[config.mk]
export PLATFORM = sky130hd
export DESIGN_NAME = hazard_ctrl
export DESIGN_NICKNAME = d
export VERILOG_FILES = /design/src/rtl/hazard_ctrl_pkg.sv /design/src/rtl/hazard_ctrl_fwd_sel.sv /design/src/rtl/hazard_ctrl.sv
export SDC_FILE = /design/constraint.sdc
export NUM_CORES = 1
export LEC_CHECK = 0
export CAP_MARGIN = 40
export CORE_UTILIZATION = 42
export CTS_BUF_LIST = sky130_fd_sc_hd__clkbuf_4
export CTS_CLUSTER_DIAMETER = 120
export DETAILED_ROUTE_END_ITERATION = 10
export GPL_TIMING_DRIVEN = 1
export PLACE_DENSITY = 0.79
export SYNTH_ARGS = -nofsm -noshare
export SYNTH_HDL_FRONTEND = slang
export SYNTH_SLANG_ARGS = --single-unit
[constraint.sdc]
create_clock -name clk -period 2.2 [get_ports clk]
set_clock_uncertainty 0.05 [all_clocks]
set_input_delay 0.44 -clock clk [delete_from_list [all_inputs] [get_ports clk]]
set_output_delay 0.44 -clock clk [all_outputs]
set_load 0.005 [all_outputs]
[src/rtl/hazard_ctrl_pkg.sv]
// Shared constants for the hazard controller: FSM states, forward selects
// and the hardwired-zero register number.
package hazard_ctrl_pkg;

  typedef enum logic {
    RUN   = 1'b0,
    STALL = 1'b1
  } state_e;

  localparam logic [1:0] FWD_RF  = 2'b00;
  localparam logic [1:0] FWD_EX  = 2'b01;
  localparam logic [1:0] FWD_MEM = 2'b10;
  localparam logic [1:0] FWD_WB  = 2'b11;

  localparam logic [4:0] REG_ZERO = 5'd0;

endpackage

[src/rtl/hazard_ctrl_fwd_sel.sv]
// Forward-select for one source operand: picks the youngest stage that
// writes the source register, EX first, then MEM, then WB.
module hazard_ctrl_fwd_sel
  import hazard_ctrl_pkg::*;
(
  input  logic [4:0] src_i,
  input  logic       use_i,
  input  logic [4:0] rd_ex_i,
  input  logic       rf_le_ex_i,
  input  logic [4:0] rd_mem_i,
  input  logic       rf_le_mem_i,
  input  logic [4:0] rd_wb_i,
  input  logic       rf_le_wb_i,
  output logic [1:0] fwd_o
);

  logic srcValid;
  logic hitEx;
  logic hitMem;
  logic hitWb;

  // Register zero is hardwired, so it never needs a forwarded value.
  assign srcValid = use_i && (src_i != REG_ZERO);
  assign hitEx    = srcValid && rf_le_ex_i  && (rd_ex_i  == src_i);
  assign hitMem   = srcValid && rf_le_mem_i && (rd_mem_i == src_i);
  assign hitWb    = srcValid && rf_le_wb_i  && (rd_wb_i  == src_i);

  always_comb begin
    fwd_o = FWD_RF;
    if (hitEx) begin
      fwd_o = FWD_EX;
    end else if (hitMem) begin
      fwd_o = FWD_MEM;
    end else if (hitWb) begin
      fwd_o = FWD_WB;
    end
  end

endmodule

[src/rtl/hazard_ctrl.sv]
// Pipeline hazard controller: load-use stall FSM, branch flush, operand
// forwarding selects and a saturating count of stalled cycles.
module hazard_ctrl
  import hazard_ctrl_pkg::*;
#(
  parameter int LOAD_LAT = 1,
  parameter int CNT_W    = 16
) (
  input  logic             clk,
  input  logic             reset,
  input  logic [4:0]       RA_ID,
  input  logic [4:0]       RB_ID,
  input  logic [4:0]       RD_ID,
  input  logic             A_S_ID,
  input  logic             B_S_ID,
  input  logic             D_S_ID,
  input  logic             ID_NOP_ID,
  input  logic [4:0]       RD_EX,
  input  logic             RF_LE_EX,
  input  logic             L_EX,
  input  logic [4:0]       RD_MEM,
  input  logic             RF_LE_MEM,
  input  logic [4:0]       RD_WB,
  input  logic             RF_LE_WB,
  input  logic             BR_FLUSH_EX,
  output logic             PC_LE,
  output logic             IF_ID_LE,
  output logic             IF_ID_FLUSH,
  output logic             ID_EX_FLUSH,
  output logic [1:0]       FWD_A,
  output logic [1:0]       FWD_B,
  output logic [1:0]       FWD_D,
  output logic             STALLING,
  output logic [CNT_W-1:0] STALL_CNT
);

  localparam logic [2:0] LAT_M1 = 3'(LOAD_LAT - 1);

  state_e           state_q, state_d;
  logic [2:0]       cnt_q, cnt_d;
  logic [CNT_W-1:0] stall_cnt_q;

  logic useA, useB, useD;
  logic loadUse;
  logic pcLe, ifIdLe, ifIdFlush, idExFlush, stallNow;
  logic [1:0] fwdA, fwdB, fwdD;

  assign useA = A_S_ID && !ID_NOP_ID;
  assign useB = B_S_ID && !ID_NOP_ID;
  assign useD = D_S_ID && !ID_NOP_ID;

  assign loadUse = L_EX && RF_LE_EX && (RD_EX != REG_ZERO) &&
                   ((useA && (RA_ID == RD_EX)) ||
                    (useB && (RB_ID == RD_EX)) ||
                    (useD && (RD_ID == RD_EX)));

  hazard_ctrl_fwd_sel u_fwd_a (
    .src_i(RA_ID), .use_i(useA),
    .rd_ex_i(RD_EX), .rf_le_ex_i(RF_LE_EX),
    .rd_mem_i(RD_MEM), .rf_le_mem_i(RF_LE_MEM),
    .rd_wb_i(RD_WB), .rf_le_wb_i(RF_LE_WB),
    .fwd_o(fwdA)
  );

  hazard_ctrl_fwd_sel u_fwd_b (
    .src_i(RB_ID), .use_i(useB),
    .rd_ex_i(RD_EX), .rf_le_ex_i(RF_LE_EX),
    .rd_mem_i(RD_MEM), .rf_le_mem_i(RF_LE_MEM),
    .rd_wb_i(RD_WB), .rf_le_wb_i(RF_LE_WB),
    .fwd_o(fwdB)
  );

  hazard_ctrl_fwd_sel u_fwd_d (
    .src_i(RD_ID), .use_i(useD),
    .rd_ex_i(RD_EX), .rf_le_ex_i(RF_LE_EX),
    .rd_mem_i(RD_MEM), .rf_le_mem_i(RF_LE_MEM),
    .rd_wb_i(RD_WB), .rf_le_wb_i(RF_LE_WB),
    .fwd_o(fwdD)
  );

  // A branch always wins, even over a (supposedly impossible) branch in STALL.
  always_comb begin
    state_d   = state_q;
    cnt_d     = cnt_q;
    pcLe      = 1'b1;
    ifIdLe    = 1'b1;
    ifIdFlush = 1'b0;
    idExFlush = 1'b0;
    stallNow  = 1'b0;
    if (BR_FLUSH_EX) begin
      ifIdFlush = 1'b1;
      idExFlush = 1'b1;
      state_d   = RUN;
      cnt_d     = 3'd0;
    end else if (state_q == STALL) begin
      pcLe      = 1'b0;
      ifIdLe    = 1'b0;
      idExFlush = 1'b1;
      stallNow  = 1'b1;
      cnt_d     = cnt_q - 3'd1;
      if (cnt_q == 3'd1) begin
        state_d = RUN;
      end
    end else if (loadUse) begin
      pcLe      = 1'b0;
      ifIdLe    = 1'b0;
      idExFlush = 1'b1;
      stallNow  = 1'b1;
      if (LOAD_LAT > 1) begin
        state_d = STALL;
        cnt_d   = LAT_M1;
      end
    end
  end

  // Reset forces a frozen, fully flushed pipeline regardless of state.
  assign PC_LE       = reset && pcLe;
  assign IF_ID_LE    = reset && ifIdLe;
  assign IF_ID_FLUSH = !reset || ifIdFlush;
  assign ID_EX_FLUSH = !reset || idExFlush;
  assign STALLING    = reset && stallNow;
  assign FWD_A       = reset ? fwdA : FWD_RF;
  assign FWD_B       = reset ? fwdB : FWD_RF;
  assign FWD_D       = reset ? fwdD : FWD_RF;
  assign STALL_CNT   = stall_cnt_q;

  always_ff @(posedge clk or negedge reset) begin
    if (!reset) begin
      state_q     <= RUN;
      cnt_q       <= 3'd0;
      stall_cnt_q <= '0;
    end else begin
      state_q <= state_d;
      cnt_q   <= cnt_d;
      if (STALLING && (stall_cnt_q != {CNT_W{1'b1}})) begin
        stall_cnt_q <= stall_cnt_q + CNT_W'(1);
      end
    end
  end

endmodule

==> results.yml, run 1 <==
run_status:
  status: "finished, violations left"
  failed_checks: "negative setup slack"
die:
  initial_core_util_pct: 44.7
  fp.dieH_um: 68.2
  ioPinCount: 68
  rows: 23
  die_area_mm2: 0.00465
  fp.dieW_um: 68.2
  core-area_mm2: 0.00412
yosys:
  syn_avg_cell_area_um2: 8.68
  syn_area_mm2: 0.00184
  async_flop_share_pct: 100
  ys_seq_elements: 20
  synth_cell_types: 39
  dominantRegCellSynth: "dfrtp_1"
  synth_nets: 256
  yosysSeqAreaShare_pct: 27.2
  synth_area_leader_cell: "dfrtp_1"
  synth_edf_count: 0
  synth.area.top_cells: "dfrtp_1 (27%), xnor2_1 (27%), nand4_1 (4.8%)"
  synth_top_area_share_pct: 27.2
  netlist_instances: 212
  yosysWarnings: 0
global_route:
  grt_max_degree: 16
  grt_pass1_vias: 2121
  antenna_found_initial: 0
  grt_pass1_wl_um: 10600
  grt_use_total_pct: 31.6
  grtUsageMet2_pct: 53.3
  met1_usage_pct: 39.9
  grt.overflow.total: 0
  use_met3_pct: 5.83
  top_usage_layer: "met2"
clocking:
  cts_sinks: 20
  cts_tree: "built"
  cts_max_level: 1
  cts_made_buffers: 3
  cts-root-buf: "clkbuf_4"
  clockBufferDepth: 2
  cts.clk_slew.worst_paths_ns: 0.13
  clk_latency_ns: 0.32
timing:
  rsz0062_at_grt: "true"
  fmax_ghz: 0.416
  drv_slew: 0
  relSlewSlack_pct: 70.2
  fin_ws_ns: -0.205
  fin_crit_ns: 2.41
  fin_crit_sh_pct: 109
  worstMarginPinSlew_ns: 0.442
  hold_violations: 0
  tns_ns: -1.45
  finalSetupViolations: 11
setup_path:
  cp.arrival_ns: 1.92
  max_stage_delay_ns: 0.57
  crit_fanout: 3
  crit_start: "RD_ID[1]"
  crit_chain: "buf_12 > xnor2_4 > nand3_2 > or4b_4 > nand3_4 > a21oi_4 > o21a_1 > buf_2"
  r2r_start: "STALL_CNT[1]"
  critPathKind: "in2out"
  endpoint_kind: "output port"
  cp_slowest_cell: "or4b_4"
  crit_required_ns: 1.71
  cp-start-kind: "input pin"
cells_and_area:
  area_delta_synth_final_pct: 87.6
  instances_no_fill: 393
  drive_gt1_share_pct: 47.2
  nFillCells: 219
  final_nets: 388
  post-route-cell-area_mm2: 0.00345
  num_antenna_cells: 0
detailed_routing:
  wl_um: 8400
  drc_errors: 0
  dr.pass1.iters: 7
  wl_per_cell_um: 21.4
  vias: 2277
  detail-route-antenna-nets: 0
  drt_iter0_markers: 264
  vias_per_cell: 5.79
power:
  p_per_area_mw_per_mm2: 294
  ir_worst_vdd_mv: 0.340
  p_total_mw: 1.02
  p_leak_nw: 1.49
placement:
  dp_cells: 369
  port_buffers: 67
  gp_congestion: 0.960
  place_hpwl_um: 4660
  placed_area_mm2: 0.00289
flow_run:
  maxCapViolCount: 0
worst_hold_path:
  hp-class: "in2async"
[cells by family after synthesis]
family	count (synthesis)	synth area share [%]
AND/OR/NAND/NOR	100	31.7
XOR/XNOR	62	29.5
flip-flops	20	27.2
AO/OA/AOI/OAI	13	4.35
buffers and inverters	12	3.74
adder cells (fa/ha/maj)	3	2.04
multiplexers	2	1.43
[cells in the mapped netlist, types with 2 or more instances]
library cell / number
xnor2_1: 56
dfrtp_1: 20
nor3_1: 11
nor2_1: 9
nand4_1: 14
buf_6: 2
inv_1: 6
o21ai_0: 3
nand4_2: 2
a21oi_1: 4
or3_1: 3
and3_1: 6
nor4_1: 2
nand3_1: 14
or4_1: 4
buf_4: 2
a21boi_0: 2
nand2b_1: 4
ha_1: 3
xor2_1: 6
nand2_1: 18
nor2b_1: 3
o21a_1: 2
[what timing repair did]
item / CTS / global route
pin swaps: 41 / 34
setup endpoints to repair: 25 / 18
buffers inserted: 12 / 9
gates resized for setup: 223 / 35
hold buffers: 0 / 0
endpoints found under the hold margin: 0 / 0
[per-stage QoR]
step	util (%)	setup WS [ns]	hold slack, ns
final	83.9	-0.205	0.439
after global routing	83.9	-0.285	0.454
after CTS	77.5	-0.101	0.374
after detailed placement	70.2	-0.977	0.440
after global placement	70.2	-0.926	0.438
after floorplan	-	-0.0557	0.0944
[state kept, by name, summed over array words and instances, names as in the netlist]
signal and flops:
state_q 1, cnt_q 3, STALL_CNT 16
[path summary, 6_finish.rpt]
| check | slack (ns) | cells past startpoint | endpoint |
|---|---|---|---|
| max in group asynchronous | 1.48 | 3 | STALL_CNT[10] |
| min in group clk | 0.47 | 1 | STALL_CNT[15] |
| max reg2reg | 0 | 6 | STALL_CNT[11] |
| min | 0.44 | 3 | STALL_CNT[13] |
| min reg2reg | 0.47 | 1 | STALL_CNT[15] |
| max | -0.21 | 8 | PC_LE |
[cell type report]
type                            count  area (µm²)  share of cell area (%)
Multi-Input combinational cell    180        1670                    48.2
Timing Repair Buffer              133        1180                    34.1
Sequential cell                    20         500                    14.5
Tap cell                           50        62.6                    1.81
Clock buffer                        3        22.5                   0.652
Inverter                            6        22.5                   0.652
Clock inverter                      1        3.75                   0.109
[layout by cell type (no fill, tap or decap), types with 3 or more instances in the layout]
cell type and n:
nor3_1 5, buf_8 6, and3_1 4, nand3_1 10
buf_6 19, nand2_1 16, o21ai_4 3, buf_4 56
ha_1 3, buf_2 13, nand4_1 14, or4_4 5
a21oi_1 3, xor2_1 4, nor2_1 8, clkdlybuf4s15_2 4
clkdlybuf4s50_1 20, clkbuf_4 3, dfrtp_1 20, inv_1 6
xnor2_2 8, or3_4 3, xnor2_4 5, and3_4 3
xnor2_1 43, dlygate4sd2_1 11, nor3_2 5
[power by group]
part | internal [mW] | switching, mW | total [mW]
Combinational | 0.252 | 0.203 | 0.455
Clock | 0.0665 | 0.124 | 0.190
Sequential | 0.370 | 0.00213 | 0.372
Total | 0.688 | 0.329 | 1.02
[worst max-delay path, delay by kind of cell]
| family | cells | cell delay [ns] |
|---|---|---|
| AO/OA/AOI/OAI | 2 | 0.28 |
| XOR/XNOR | 1 | 0.17 |
| buffers and inverters | 2 | 0.24 |
| AND/OR/NAND/NOR | 3 | 0.77 |
[metal layers]
layer / vias to the layer above / routed length, µm
met2: 136 / 4070
li1: 1003 / -
met5: - / 0
met1: 1097 / 3430
met4: 0 / 359
met3: 41 / 536
(Power assumes the default switching activity.)
==> inputs of run 2 (changes only) <==
--- a/config.mk
+++ b/config.mk
@@ -10,7 +10,6 @@
 export CTS_BUF_LIST = sky130_fd_sc_hd__clkbuf_4
 export CTS_CLUSTER_DIAMETER = 120
 export DETAILED_ROUTE_END_ITERATION = 10
-export GPL_TIMING_DRIVEN = 1
 export PLACE_DENSITY = 0.79
 export SYNTH_ARGS = -nofsm -noshare
 export SYNTH_HDL_FRONTEND = slang
==> results of run 2 <==
The final DEF is identical to that of run 1; final timing and power are the same.
==> inputs of run 3 (changes only) <==
--- a/config.mk
+++ b/config.mk
@@ -10,6 +10,7 @@
 export CTS_BUF_LIST = sky130_fd_sc_hd__clkbuf_4
 export CTS_CLUSTER_DIAMETER = 120
 export DETAILED_ROUTE_END_ITERATION = 10
+export GPL_TIMING_DRIVEN = 0
 export PLACE_DENSITY = 0.79
 export SYNTH_ARGS = -nofsm -noshare
 export SYNTH_HDL_FRONTEND = slang
==> run 3 against run 2 <==
- the run still ends with negative setup slack left
- combinational power decreased by 17%
- register-to-register slack gained 0.04 ns
- routed wire length fell by 15%
- cell area fell by 9.7%
- sequential cell count did not move
- largest power group unchanged
- critical path depth rose by 1
- sequential share of layout area is 1.6 points higher
- sequential power is essentially flat
- first-iteration DRC count is 39% lower
==> results.yml, run 3 (synthesized netlist as in run 1, its figures left out) <==
clocking:
  cts_tree: "built"
  cts_sinks: 20
  cts_made_buffers: 3
  cts.clk_slew.worst_paths_ns: 0.12
  cts_max_level: 1
  clk_latency_ns: 0.32
  cts-root-buf: "clkbuf_4"
  clockBufferDepth: 2
detailed_routing:
  detail-route-antenna-nets: 0
  vias: 2107
  wl_um: 7160
  dr.max_layer_used: "met4"
  drc_errors: 0
  wl_met2_um: 3600
  wl_met1_um: 2820
  drt_iter0_markers: 162
  wl_per_cell_um: 19.9
  dr.pass1.iters: 4
  routed-wl-met3_um: 456
  vias_per_cell: 5.85
die:
  rows: 23
  ioPinCount: 68
  fp.dieH_um: 68.2
  initial_core_util_pct: 44.7
  die_area_mm2: 0.00465
  fp.dieW_um: 68.2
  core-area_mm2: 0.00412
cells_and_area:
  largest_register_ffs: 16
  num_antenna_cells: 0
  drive_gt1_share_pct: 40.0
  layout_common_cells: "xnor2_1 (48), buf_4 (26), dfrtp_1 (20), clkdlybuf4s50_1 (20), nand2_1 (16)"
  area_delta_synth_final_pct: 69.3
  layout_commonest_cell: "xnor2_1"
  instances_no_fill: 360
  final_nets: 355
timing:
  fin_crit_ns: 2.47
  tns_ns: -1.43
  fin_hold_ws_ns: 0.102
  finalSetupViolations: 10
  hold_violations: 0
  fin_ws_ns: -0.267
  relSlewSlack_pct: 65.2
  fin_crit_sh_pct: 112
  rsz0062_at_grt: "true"
  drv_slew: 0
  fmax_ghz: 0.405
  worstMarginPinSlew_ns: 0.517
global_route:
  grt_pass1_wl_um: 9340
  antenna_found_initial: 0
  grt_use_total_pct: 27.5
  grt.overflow.total: 0
  grt_pass1_vias: 1961
  grt_max_degree: 18
power:
  p_clk_share_pct: 20.4
  switchingPower_uw: 303
  sw_frac_of_total_pct: 32.1
  p_per_area_mw_per_mm2: 303
  ir_worst_vdd_mv: 0.242
  pwr-share-comb_pct: 40.1
  seqPwrFrac_pct: 39.5
  p_leak_nw: 1.30
  intPower_uw: 640
placement:
  place_hpwl_um: 4070
  gp_congestion: 0.904
  dp_cells: 328
  port_buffers: 65
  post-place-ws_ns: -1.41
worst_hold_path:
  hp-class: "in2async"
flow_run:
  maxCapViolCount: 0
setup_path:
  cp-endpoint: "PC_LE"
  cp.arrival_ns: 1.98
  critPathKind: "in2out"
  crit_start: "RD_ID[2]"
  ff2ff_path_depth: 6
  r2r_start: "STALL_CNT[0]"
  cp-start-kind: "input pin"
  crit_required_ns: 1.71
  endpoint_kind: "output port"
  timing.rr.end: "STALL_CNT[13]"
  crit_fanout: 4
  regToRegSetupSlack_ns: 0.04
run_status:
  failed_checks: "negative setup slack"
  status: "finished, violations left"
[run 3: changes by cell type in the layout (fill, tap and decap cells not counted), sizes merged]
cell	previous run	this run
buf	95	61
clkbuf	4	7
clkdlybuf4s15	6	3
dlygate4sd3	0	1
[run 3: repair_timing]
action / 4_1_cts / 5_1_grt
gates resized for setup: 209 / 37
setup endpoints to repair: 27 / 20
buffers inserted: 21 / 13
hold buffers: 0 / 1
hold endpoints to repair: 0 / 6
pin swaps: 33 / 29
[run 3: worst min-delay path by stage]
stage,startpoint,depth (start not counted),endpoint,slack [ns]
final,reset,2,STALL_CNT[13],0.10
after global routing,reset,2,STALL_CNT[11],0.1
after CTS,reset,1,STALL_CNT[6],0.06
after detailed placement,STALL_CNT[15],1,STALL_CNT[15],0.45
after global placement,STALL_CNT[15],1,STALL_CNT[15],0.44
after floorplan,reset,0,STALL_CNT[0],0.09
[run 3: worst max-delay path, stage by stage]
cell and delay, ns:
buf_8 0.11, xnor2_2 0.15, nand3_2 0.10, or4b_4 0.56, nand3_2 0.09, a21oi_2 0.08, o21a_1 0.21, buf_4 0.13
buf_6 0.10
[run 3: power by group through the flow]
| stage | clock network [mW] | logic, mW | registers [mW] |
|---|---|---|---|
| detailed placement | 0 | 0.265 | 0.380 |
| floorplan | 0 | 0.115 | 0.380 |
| global route | 0.207 | 0.400 | 0.373 |
| global placement | 0 | 0.255 | 0.380 |
| CTS | 0.189 | 0.318 | 0.373 |
| finish | 0.192 | 0.379 | 0.373 |
[run 3: layout make-up]
| class | instances | area (µm²) |
|---|---|---|
| Clock inverter | 1 | 3.75 |
| Multi-Input combinational cell | 180 | 1560 |
| Sequential cell | 20 | 500 |
| Tap cell | 50 | 62.6 |
| Inverter | 6 | 22.5 |
| Fill cell | 267 | 998 |
| Buffer | 4 | 45.0 |
| Timing Repair Buffer | 96 | 903 |
| Clock buffer | 3 | 22.5 |
[run 3: stage by stage]
stage          utilization (%)  power (mW)  area [µm²]
2_1_floorplan                -       0.495        1860
3_3_place_gp              62.5       0.636        2570
3_5_place_dp              63.1       0.645        2600
4_1_cts                   70.9       0.880        2920
5_1_grt                   75.7       0.980        3120
6_report                  75.7       0.943        3120
[run 3: per-layer routing]
layer	up-vias	track usage [%]
met5	-	0
li1	931	-
met3	28	4.67
met2	121	46.0
met4	0	10.4
met1	1027	35.0
